## config.mk

```make
export PLATFORM = sky130hd
export DESIGN_NAME = target_gen
export DESIGN_NICKNAME = d
export VERILOG_FILES = /design/src/rtl/target_gen.sv
export SDC_FILE = /design/constraint.sdc
export NUM_CORES = 1
export LEC_CHECK = 0
export CAP_MARGIN = 20
export CORE_ASPECT_RATIO = 1.25
export CORE_MARGIN = 2
export CORE_UTILIZATION = 45
export CTS_CLUSTER_SIZE = 10
export DETAILED_ROUTE_END_ITERATION = 16
export GPL_ROUTABILITY_DRIVEN = 1
export PLACE_DENSITY = 0.68
export SYNTH_ARGS = -nofsm -noshare
export SYNTH_HDL_FRONTEND = slang
export SYNTH_SLANG_ARGS = --single-unit
```

## constraint.sdc

```tcl
create_clock -name clk -period 2.8 [get_ports clk]
set_clock_uncertainty 0.1 [all_clocks]
set_input_delay 0.56 -clock clk [delete_from_list [all_inputs] [get_ports clk]]
set_output_delay 0.56 -clock clk [all_outputs]
set_load 0.01 [all_outputs]
```

## src/rtl/target_gen.sv

```systemverilog
// -----------------------------------------------------------------------------
// target_gen -- reaction-game target generator.
//
// Lights one pseudo-random LED at a time and waits for the player to set the
// switches to exactly that pattern. A correct response produces a one-cycle hit
// pulse and bumps a saturating hit counter. If HOLD_TICKS tick_en pulses pass
// first, a one-cycle miss pulse is produced instead. After either outcome all
// switches must be cleared before the next target is picked.
//
// Parameters:
//   SEED        LFSR reset value (must be nonzero)
//   HOLD_TICKS  tick_en pulses a target stays lit before a miss (1..15)
//
// Ports:
//   clk        system clock
//   rst        synchronous active-high reset
//   tick_en    one-cycle enable pulse from the hertz divider
//   run        game active (level)
//   sw[15:0]   player switches
//   led[15:0]  target LEDs, one-hot or zero
//   hit        one-cycle pulse on a correct response
//   miss       one-cycle pulse on timeout (or penalty)
//   hit_count  hits in the current game, saturates at 63
//
// Optional feature macro: TARGET_PENALTY_EN
//   When defined, any switch raised outside the lit target during SHOW ends
//   the round with a miss; this outranks both a hit and a timeout.
// -----------------------------------------------------------------------------
module target_gen #(
  parameter logic [15:0] SEED       = 16'hACE1,
  parameter int          HOLD_TICKS = 4
) (
  input  logic        clk,
  input  logic        rst,
  input  logic        tick_en,
  input  logic        run,
  input  logic [15:0] sw,
  output logic [15:0] led,
  output logic        hit,
  output logic        miss,
  output logic [5:0]  hit_count
);

  typedef enum logic [1:0] {IDLE, PICK, SHOW, WAIT_CLEAR} state_t;

  localparam logic [3:0] HOLD_LAST = 4'(HOLD_TICKS - 1);

  state_t      state_reg, state_next;
  logic [15:0] lfsr_reg;
  logic [15:0] led_reg, led_next;
  logic        hit_reg, hit_next;
  logic        miss_reg, miss_next;
  logic [5:0]  count_reg, count_next;
  logic [3:0]  hold_reg, hold_next;
  logic [15:0] pick_onehot;

  // One-hot decode of the low LFSR nibble: the target chosen in PICK.
  generate
    for (genvar gi = 0; gi < 16; gi++) begin : g_onehot
      assign pick_onehot[gi] = (lfsr_reg[3:0] == 4'(gi));
    end
  endgenerate

  // Free-running Fibonacci LFSR, taps 16,14,13,11 (bit indices 15,13,12,10).
  // It keeps stepping in every state so the target depends on player timing.
  always_ff @(posedge clk) begin
    if (rst) begin
      lfsr_reg <= SEED;
    end else begin
      lfsr_reg <= {lfsr_reg[14:0], lfsr_reg[15] ^ lfsr_reg[13] ^ lfsr_reg[12] ^ lfsr_reg[10]};
    end
  end

  always_ff @(posedge clk) begin
    if (rst) begin
      state_reg <= IDLE;
      led_reg   <= 16'h0;
      hit_reg   <= 1'b0;
      miss_reg  <= 1'b0;
      count_reg <= 6'd0;
      hold_reg  <= 4'd0;
    end else begin
      state_reg <= state_next;
      led_reg   <= led_next;
      hit_reg   <= hit_next;
      miss_reg  <= miss_next;
      count_reg <= count_next;
      hold_reg  <= hold_next;
    end
  end

  always_comb begin
    state_next = state_reg;
    led_next   = led_reg;
    hit_next   = 1'b0;
    miss_next  = 1'b0;
    count_next = count_reg;
    hold_next  = hold_reg;

    case (state_reg)
      IDLE: begin
        led_next = 16'h0;
        if (run) begin
          state_next = PICK;
          count_next = 6'd0;   // new game starts with a fresh score
        end
      end

      PICK: begin
        led_next   = pick_onehot;
        hold_next  = 4'd0;
        state_next = SHOW;
      end

      SHOW: begin
`ifdef TARGET_PENALTY_EN
        if (|(sw & ~led_reg)) begin
          miss_next  = 1'b1;
          led_next   = 16'h0;
          state_next = WAIT_CLEAR;
        end else
`endif
        // A match is checked before the timeout so that a response arriving
        // on the terminal tick still counts as a hit.
        if (sw == led_reg) begin
          hit_next   = 1'b1;
          count_next = (count_reg == 6'd63) ? count_reg : count_reg + 6'd1;
          led_next   = 16'h0;
          state_next = WAIT_CLEAR;
        end else if (tick_en) begin
          if (hold_reg == HOLD_LAST) begin
            miss_next  = 1'b1;
            led_next   = 16'h0;
            state_next = WAIT_CLEAR;
          end else begin
            hold_next = hold_reg + 4'd1;
          end
        end
      end

      WAIT_CLEAR: begin
        led_next = 16'h0;
        if (sw == 16'h0) begin
          state_next = run ? PICK : IDLE;
        end
      end

      default: begin
        state_next = IDLE;
        led_next   = 16'h0;
      end
    endcase

    // Dropping run aborts the round silently and keeps the score on display.
    if (state_reg != IDLE && !run) begin
      state_next = IDLE;
      led_next   = 16'h0;
      hit_next   = 1'b0;
      miss_next  = 1'b0;
      count_next = count_reg;
    end
  end

  assign led       = led_reg;
  assign hit       = hit_reg;
  assign miss      = miss_reg;
  assign hit_count = count_reg;

endmodule
```

After elaboration in Yosys (flattened, before gate mapping)
Index checks and enable logic that the tools add are counted.
- register bits: 46
- input port bits: 20
- output and inout bits: 24
- logic and storage cells: 82
- add/subtract/negate cells: 2
- eq/ne operators: 30
- mux-type cells: 21
- bitwise operators: 6
- reductions and logical operators: 16
- operator list (cell ; number):
    $mux W16 ; 3
    $pmux W16 S3 ; 1
    $eq A4 B4 Y1 const B ; 8
    $mux W6 ; 3
    $eq A16 B16 Y1 ; 1
    $eq A4 B3 Y1 const B ; 4
    $logic_not A16 Y1 ; 1
    $ne A2 B2 Y1 const B ; 7
    $eq A4 B2 Y1 const B ; 3
    $mux W4 ; 3
    $pmux W6 S2 ; 1
    $mux W2 ; 5
    $pmux W2 S4 ; 1
    $pmux W4 S2 ; 1
    $reduce_and A4 Y1 ; 2
    $add A6 B1 Y6 const B ; 1
    $eq A6 B6 Y1 const B ; 1
    $ne A3 B3 Y1 const B ; 2
    $reduce_bool A2 Y1 ; 3
    $reduce_and A5 Y1 ; 1
    $reduce_or A5 Y1 ; 1
    $add A4 B1 Y4 const B ; 1
    $eq A2 B2 Y1 const B ; 2
    $eq A4 B1 Y1 const B ; 1
    other kinds (11) ; 18

Longest topological paths before layout
Gate-level depths: netlist (run 1).
- word-level depth: 5
- depth in mapped cells: 8
- gate-level depth less buffers: 7

Worst setup path after synthesis (run 1)
Ideal clock, no wire load.
- kind: in2reg
- start: input port sw[10]
- end: register led_reg[10] (netlist: led[10])
- library setup time: 0.132 ns
- arrival time: 1.759 ns
- required time: 2.568 ns
- setup slack: 0.809 ns
- cell stages on the path: 7
- buffers on the path: 2
- cells stage by stage: xnor2_1 > nand4_1 > o41a_1 > buf_2 > buf_2 > nand3_1 > a21oi_1
- word-level cells in the longest chain between the ends: 3
- elaborated cells between the ends (all ways): 6
- classes of those cells: 3 x eq/ne; 2 x mux; 1 x reduce/logical
- ends and longest elaborated chain (what ; line ; text):
    start, declared ; 37 ; input logic [15:0] sw,
    $eq A16 B16 Y1 * ; 125 ; if (sw == led_reg) begin
    $mux W16 or $ne A3 B3 Y1 (tied branches) ; n/a ;
    $pmux W16 S3 or $reduce_and A2 Y1 (tied branches) ; n/a ;
    end signal, assigned ; 84 ; led_reg <= led_next;
    end, declared ; 50 ; logic [15:0] led_reg, led_next;
Mark *: on every way between the ends. The rest lies on a longest branch, timed or not.
A chain may end at the register's enable or synchronous reset.

Worst setup path in the final report (run 1)
- start: input port sw[10]
- end: register state_reg[0]
- word-level cells in the longest chain between the ends: 3
- elaborated cells between the ends (all ways): 8
- classes of those cells: 4 x eq/ne; 2 x mux; 2 x reduce/logical
- ends and longest elaborated chain (what ; line ; text):
    $eq A16 B16 Y1 or $logic_not A16 Y1 (tied branches) ; 125, 143 ;
    $ne A3 B3 Y1 (no source line), or another cell as far along ; n/a ;
    $reduce_and A4 Y1 (no source line) or $pmux W2 S4 (tied branches) ; n/a ;
    end signal, assigned ; 83 ; state_reg <= state_next;
    end, declared ; 48 ; state_t state_reg, state_next;
Several ways; a longest one is shown, not always the timed one.

==> results of run 1 <==
report_power, final:
part	internal [mW]	switching (mW)	total, mW
Clock	0.266	0.226	0.492
Sequential	0.690	0.0386	0.728
Combinational	0.176	0.255	0.431
stage by stage:
step	util [%]	total power, mW	std cells	area [sq um]
floorplan	-	1.04	261	2230
global placement	57.3	1.17	358	2730
detailed placement	57.3	1.17	358	2730
CTS	59.6	1.66	366	2840
global route	59.6	1.75	366	2840
finish	59.6	1.65	366	2840
critical path: stages:
cell and delay, ps:
clkdlybuf4s50_1 500, xnor2_1 130, nand4_1 210, o41a_1 610
a211o_1 320, a221oi_2 200
routing by layer:
layer	routed length, microns	GRT usage [%]	vias to the layer above
li1	-	-	1016
met2	2440	33.9	40
met3	264	5.01	7
met1	2430	25.4	928
met5	0	0	-
met4	64	6.73	0
synth_stat cells:
master	instances	area share [%]
nand3_1	23	5.2
xnor2_1	17	6.7
nor4_1	5	1.4
or3b_2	1	0.39
a221oi_2	1	0.67
nor3b_1	2	0.67
nand2_1	15	2.5
nand3b_1	3	1.0
a21oi_1	18	4.0
o41a_1	1	0.51
a21o_1	4	1.3
mux2i_1	3	1.3
o211ai_1	1	0.34
a311oi_1	1	0.39
ha_1	8	4.5
and4_1	1	0.39
and2_0	1	0.28
nor2_1	18	3.0
a211oi_1	1	0.34
o21ai_0	19	4.3
xor2_1	2	0.79
buf_1	1	0.17
a31oi_1	5	1.4
and3_1	4	1.1
o41ai_2	1	0.73
o41ai_1	2	0.79
clkbuf_1	7	1.2
inv_1	4	0.67
nand4_1	7	2.0
o21bai_1	1	0.34
buf_2	4	0.90
a22o_1	1	0.39
nand2b_1	5	1.4
nor3_1	8	1.8
clkbuf_2	1	0.22
a211o_1	1	0.39
or2_2	9	2.5
nor2b_1	9	2.5
dfxtp_1	46	41
final cells by class:
cell class	instances	area [sq um]	area share [%]
repair buffers	50	483	17.0
flip-flops and latches	46	921	32.4
clock buffers	6	72.6	2.56
clock inverters	2	37.5	1.32
multi-input cells	198	1240	43.5
inverters	4	15.0	0.529
well taps	60	75.1	2.64
how the worst min path moves through the flow:
stage                   endpoint  cells after the start          from  slack (ps)
finish              lfsr_reg[15]                      1  lfsr_reg[14]         310
detailed placement  lfsr_reg[15]                      1  lfsr_reg[14]         300
global route        lfsr_reg[15]                      1  lfsr_reg[14]         330
global placement    lfsr_reg[15]                      1  lfsr_reg[14]         290
floorplan           lfsr_reg[10]                      1   lfsr_reg[9]         290
CTS                 lfsr_reg[15]                      1  lfsr_reg[14]         320
cell families (layout without fill, tap and decap cells):
kind of cell,after synthesis,count (layout),synth area share (%)
xor+xnor,19,19,7.47
buf+inv,17,62,3.15
simple gates,111,111,26.2
flops,46,46,41.3
fa+ha+maj,8,8,4.49
mux,3,3,1.35
compound gates,57,57,16.0
==> summary.txt, run 1 <==
chip height -> 82.7 microns
Syn Inst Count -> 261
CTS Buf Count -> 5
Worst-path clk slew -> 80 ps
Synth Register Bits -> 46
1st-iter DRT viols -> 114
min setup slack post-route -> 399 ps
Critical Path Sink -> state_reg[0]
Final min period -> 2400 ps
measured slew at the worst slew-check pin -> 615 ps
CP Data Arrival Time -> 2520 ps
CTS resizes -> 0
crit path kind -> primary input to register
Post-CTS Repair Setup Buffers -> 0
Final HPWL DP -> 3.84 mm
share of layout cells above drive strength 1 -> 8.50%
CTS tree -> yes
Worst setup EP type -> register
leading cell types in the layout, fill and taps excluded -> dfxtp_1 (46), clkdlybuf4s50_1 (43), nand3_1 (23)
Total GRT Usage -> 20.2%
Fillers -> 473
DR vias -> 1,991
diode count -> 0
Cell Pwr Density -> 581 mW/mm^2
first-pass GRT wire length -> 8.51 mm
total global routing overflow -> 0
peak supply drop -> 0.395 mV
nets -> 333
crit-path max FO -> 10
Synthesis Warnings -> 0
RSZ-0062 raised after global routing -> false
htree depth -> 2
die area -> 0.00553 sq mm
# clock sinks -> 46
Setup violations, final -> 0
highest clock rate -> 417 MHz
Die X-Extent -> 66.9 microns
largest net degree at the start of global routing -> 22
DRC Markers -> 0
Post-Syn Area -> 0.00223 sq mm
Setup crit start -> sw[10]
CORE AREA -> 0.00476 sq mm
max-slew violation count -> 0
FP Rows -> 28
commonest non-fill, non-tap cell in the layout -> dfxtp_1
Seq/Total Area, Yosys -> 41.3%
CP Data Required Time -> 2920 ps
Reg2Reg Capture Point -> state_reg[0]
post-synth cell types -> 39
starting density of the core -> 46.7%
Worst-Skew Late Latency -> 300 ps
Hold Fails Final Rpt -> 0
vias per inst -> 5.44
vias in the first global route -> 1,818
crit path launch type -> primary input
initial antenna violation count -> 0
post-route ant nets -> 0
hold_buf cts -> 0
max-cap violation count -> 0
status -> finished, final reports clean
Place WS -> 71.8 ps
setup TNS -> 0 ps
Avg Cell Area, Syn -> 8.53 sq um
Slew Limit Headroom -> 59.0%
I/O pins -> 44
Clock Tree Buf Depth -> 2
GPL Wtd Cong -> 0.827
Area Growth Syn to Fin -> 27.5%
worst hold slack -> 314 ps
drt wl/cell -> 14.2 microns
reg-to-reg slack, setup -> 690 ps
DRT Wirelength -> 5.19 mm
Crit Reg-Reg Startpoint -> led[1]
port bufs -> 43
Worst R2R Path Depth -> 5
root buf cell -> clkbuf_8
leak pwr -> 0.966 nW
final worst path period share -> 85.7%
Syn Nets -> 289
First-pass DRT Iterations -> 4
Min-Delay Path Class -> register to register
(Power assumes the default switching activity.)
==> run 2: changes to the inputs <==
--- a/config.mk
+++ b/config.mk
@@ -8,11 +8,12 @@
 export CAP_MARGIN = 20
 export CORE_ASPECT_RATIO = 1.25
 export CORE_MARGIN = 2
-export CORE_UTILIZATION = 45
+export CORE_UTILIZATION = 40
 export CTS_CLUSTER_SIZE = 10
 export DETAILED_ROUTE_END_ITERATION = 16
 export GPL_ROUTABILITY_DRIVEN = 1
-export PLACE_DENSITY = 0.68
+export PLACE_DENSITY = 0.61
+export SETUP_SLACK_MARGIN = 0.05
 export SYNTH_ARGS = -nofsm -noshare
 export SYNTH_HDL_FRONTEND = slang
 export SYNTH_SLANG_ARGS = --single-unit
==> constraint.sdc (replaced) <==
create_clock -name clk -period 2.63 [get_ports clk]
set_clock_uncertainty 0.1 [all_clocks]
set_input_delay 0.526 -clock clk [delete_from_list [all_inputs] [get_ports clk]]
set_output_delay 0.526 -clock clk [all_outputs]
set_load 0.01 [all_outputs]
==> run 2 against run 1 <==
  * Via count fell by 0.20%
  * Hold slack got worse by 1.4 ps
  * Clock-buffer cell count increased by 1
  * Clock power decreased by 10%
  * Die area grew 12%
  * Core utilization is 7.0 points lower
==> summary.txt, run 2 (synthesized netlist as in run 1, its figures left out) <==
RSZ-0062 raised after global routing -> false
vias in the first global route -> 1,932
first-pass GRT wire length -> 9.03 mm
root buf cell -> clkbuf_8
Total GRT Usage -> 18.4%
Setup violations, final -> 0
CTS resizes -> 0
Worst-path clk slew -> 90 ps
Worst-Skew Late Latency -> 300 ps
peak supply drop -> 0.384 mV
highest clock rate -> 449 MHz
Die X-Extent -> 70.7 microns
Post-CTS Repair Setup Buffers -> 0
hold_buf cts -> 0
final worst path period share -> 84.7%
largest net degree at the start of global routing -> 22
Hold Fails Final Rpt -> 0
share of layout cells above drive strength 1 -> 9.09%
Fillers -> 548
I/O pins -> 44
CP Data Arrival Time -> 2350 ps
CORE AREA -> 0.00541 sq mm
1st-iter DRT viols -> 111
leading cell types in the layout, fill and taps excluded -> dfxtp_1 (46), clkdlybuf4s50_1 (43), nand3_1 (23)
DRT Wirelength -> 5.34 mm
measured slew at the worst slew-check pin -> 468 ps
DRC Markers -> 0
post-route ant nets -> 0
Slew Limit Headroom -> 68.8%
port bufs -> 43
Min-Delay Path Class -> register to register
chip height -> 87.4 microns
CTS Buf Count -> 5
diode count -> 0
max-cap violation count -> 0
crit path launch type -> primary input
DR vias -> 1,987
# clock sinks -> 46
CTS tree -> yes
setup TNS -> 0 ps
status -> finished, final reports clean
crit path kind -> primary input to register
drt wl/cell -> 14.4 microns
starting density of the core -> 41.2%
initial antenna violation count -> 0
die area -> 0.00618 sq mm
placed cell area -> 0.00275 sq mm
Area Growth Syn to Fin -> 27.6%
total global routing overflow -> 0
FP Rows -> 30
commonest non-fill, non-tap cell in the layout -> dfxtp_1
Final min period -> 2230 ps
GPL Wtd Cong -> 0.904
Worst setup EP type -> register
nets -> 335
Final HPWL DP -> 3.95 mm
CP Data Required Time -> 2750 ps
max-slew violation count -> 0
htree depth -> 2
crit-path max FO -> 4
leak pwr -> 0.974 nW
First-pass DRT Iterations -> 4
Clock Tree Buf Depth -> 2
Design Area, Final -> 0.00284 sq mm
register area -> 921 sq um
multi-input logic area -> 0.00124 sq mm
vias per inst -> 5.34
Cell Pwr Density -> 592 mW/mm^2
-- run 2: cell types whose count changed in the layout (fill, tap and decap cells not counted) --
cell,delta
bufinv_16,-1
buf_4,+2
clkbuf_8,+1
clkinv_2,+1
clkinvlp_4,-1
-- run 2: path summary, 6_finish.rpt --
path	slack [ps]	endpoint	start	cells after the start
max	400	state_reg[0]	sw[3]	6
min	310	lfsr_reg[15]	lfsr_reg[14]	1
max reg2reg	630	hit_count[3]	state_reg[0]	8
min reg2reg	310	lfsr_reg[15]	lfsr_reg[14]	1
-- run 2: area by class of cell --
class | instances | share of cell area, %
flip-flops and latches | 46 | 32.4
multi-input cells | 198 | 43.5
clock buffers | 7 | 3.04
repair buffers | 52 | 17.5
inverters | 4 | 0.528
well taps | 64 | 2.82
clock inverters | 1 | 0.176
-- run 2: stage by stage --
| step | power [mW] | hold slack [ps] | util [%] | worst slack [ps] | instances |
|---|---|---|---|---|---|
| floorplan | 1.11 | 289 | - | 673 | 261 |
| CTS | 1.70 | 315 | 52.6 | 396 | 372 |
| global placement | 1.25 | 294 | 50.9 | 127 | 364 |
| detailed placement | 1.26 | 295 | 50.9 | 82.7 | 364 |
| global route | 1.79 | 325 | 52.6 | 228 | 372 |
| finish | 1.68 | 312 | 52.6 | 401 | 372 |
-- run 2: worst max-delay path, cell delays in order --
cell and delay (ps):
clkdlybuf4s50_1 500, xnor2_1 140, nand4_1 180, o41a_1 510, a211o_1 290, a221oi_2 210
-- run 2: report_power, final --
part           total [mW]  internal, mW  switching, mW
combinational       0.470         0.193          0.277
clock               0.441         0.212          0.228
sequential          0.773         0.734         0.0386
total                1.68          1.14          0.544
-- run 2: metal layers --
layer | routed length (microns) | global-route usage [%]
met1 | 2570 | 23.4
met3 | 265 | 4.63
met4 | 89 | 7.55
met5 | 0 | 0
met2 | 2420 | 29.6
==> run 3: changes to the inputs <==
==> constraint.sdc (replaced) <==
create_clock -name clk -period 2.3 [get_ports clk]
set_clock_uncertainty 0.1 [all_clocks]
set_input_delay 0.46 -clock clk [delete_from_list [all_inputs] [get_ports clk]]
set_output_delay 0.46 -clock clk [all_outputs]
set_load 0.01 [all_outputs]
==> run 3 against run 2 <==
  * Core utilization up 1.6 points
  * Clock-buffer cell count is 1 lower
  * Sequential power up 14%
  * Setup slack worse by 220 ps
  * Combinational power grew 17%
  * Sequential cell count unchanged
  * Design area is 3.0% higher
  * Non-clock buffer count grew 3
  * Hold slack improved by 2.6 ps
  * Register-to-register slack got worse by 410 ps
  * Die area stayed put
  * Critical path depth did not move
  * Critical path type unchanged
  * Largest power group unchanged
==> summary.txt, run 3 (synthesized netlist as in run 1, its figures left out) <==
1st-iter DRT viols -> 98
register area -> 921 sq um
DRT Wirelength -> 5.32 mm
min setup slack post-route -> 183 ps
CORE AREA -> 0.00541 sq mm
setup TNS -> 0 ps
Setup violations, final -> 0
peak supply drop -> 0.469 mV
vias per inst -> 5.26
First-pass DRT Iterations -> 4
die area -> 0.00618 sq mm
initial antenna violation count -> 0
highest clock rate -> 472 MHz
Place WS -> -172 ps
drt wl/cell -> 14.2 microns
diode count -> 0
busiest grt layer -> met2
FP Rows -> 30
CP Data Required Time -> 2430 ps
post-route insts no fill -> 374
Clock Tree Buf Depth -> 2
placed cell area -> 0.00277 sq mm
Final HPWL DP -> 3.89 mm
Worst setup EP type -> register
Worst R2R Path Depth -> 5
Slew Limit Headroom -> 55.4%
total global routing overflow -> 0
Design Area, Final -> 0.00293 sq mm
Hold Path Sink -> lfsr_reg[10]
leak pwr -> 1.11 nW
multi-input logic area -> 0.00124 sq mm
htree depth -> 2
port bufs -> 43
leading cell types in the layout, fill and taps excluded -> dfxtp_1 (46), clkdlybuf4s50_1 (31), nand3_1 (23)
nets -> 338
share of layout cells above drive strength 1 -> 10.3%
met2 GRT Util -> 27.3%
vias in the first global route -> 1,870
Crit Reg-Reg Startpoint -> hold_reg[0]
crit path kind -> primary input to register
CP Data Arrival Time -> 2240 ps
first-pass GRT wire length -> 8.66 mm
Worst-path clk slew -> 90 ps
root buf cell -> clkbuf_8
# clock sinks -> 46
DR vias -> 1,966
Fillers -> 542
final worst path period share -> 92.0%
Hold Fails Final Rpt -> 0
Die X-Extent -> 70.7 microns
GPL Wtd Cong -> 0.866
met3 Resource Use GR -> 4.17%
largest net degree at the start of global routing -> 30
GRT met1 Usage -> 23.7%
chip height -> 87.4 microns
RSZ-0062 raised after global routing -> false
hold path depth -> 1
crit-path max FO -> 4
crit path launch type -> primary input
max-cap violation count -> 0
I/O pins -> 44
dpl cells -> 366
Final min period -> 2120 ps
measured slew at the worst slew-check pin -> 669 ps
post-route ant nets -> 0
max-slew violation count -> 0
starting density of the core -> 41.2%
Total GRT Usage -> 17.5%
commonest non-fill, non-tap cell in the layout -> dfxtp_1
status -> finished, final reports clean
CTS Buf Count -> 5
Min-Delay Path Class -> register to register
reg-to-reg slack, setup -> 220 ps
Worst-Skew Late Latency -> 300 ps
Area Growth Syn to Fin -> 31.4%
hold path startpoint -> lfsr_reg[9]
Reg2Reg Capture Point -> led[7]
DRC Markers -> 0
CTS tree -> yes
Cell Pwr Density -> 700 mW/mm^2
## run 3: cell count changes in the layout (fill, tap and decap cells not counted), sizes merged
cell	before	now
clkdlybuf4s50	43	31
dlymetal6s2s	0	12
buf	9	12
bufinv	0	1
clkbuf	7	6
clkinv	1	0
## run 3: how the worst max path moves through the flow
| stage | startpoint | depth (start not counted) | slack [ps] | endpoint |
|---|---|---|---|---|
| after global routing | sw[3] | 6 | 50 | state_reg[0] |
| after floorplan | sw[10] | 7 | 410 | led[10] |
| after detailed placement | sw[1] | 7 | -170 | hold_reg[1] |
| final | sw[1] | 6 | 180 | state_reg[0] |
| after global placement | sw[3] | 6 | -120 | state_reg[0] |
| after CTS | sw[1] | 6 | 140 | state_reg[0] |
## run 3: area by class of cell
| type | instances | area share [%] |
|---|---|---|
| Clock buffer | 6 | 2.82 |
| Timing Repair Buffer | 55 | 18.9 |
| Sequential cell | 46 | 31.5 |
| Inverter | 4 | 0.513 |
| Tap cell | 64 | 2.74 |
| Multi-Input combinational cell | 198 | 42.5 |
| Clock inverter | 1 | 1.03 |
## run 3: worst max-delay path, cell delays in order
cell and delay (ps):
clkdlybuf4s50_1 500, xnor2_1 130, nand4_1 180, o41a_1 410, a211o_1 330, a221oi_2 220
## run 3: metal layers
layer	part of all wire [%]	wire length, microns	vias up
met1	49	2590	890
met2	45	2390	46
met3	4.8	253	8
met4	1.7	88	0
li1	-	-	1022
met5	0	0	-
## run 3: power breakdown
part           internal, mW  leakage [nW]  switching, mW
combinational         0.231         0.680          0.321
sequential            0.840         0.376         0.0455
clock                 0.348        0.0573          0.264
total                  1.42          1.11          0.630
## run 3: metrics by stage
step	hold slack (ps)	total power [mW]	utilization, %
detailed placement	294	1.45	51.2
CTS	316	2.06	53.2
global placement	295	1.44	51.2
finish	315	2.05	54.1
global route	327	2.16	54.1
floorplan	289	1.27	-
## run 3: repair_timing
item / in CTS / in global routing
buffers inserted: 0 / 1
setup endpoints to repair: 0 / 13
gates resized for setup: 0 / 14
hold buffers: 0 / 0
hold endpoints to repair: 0 / 0
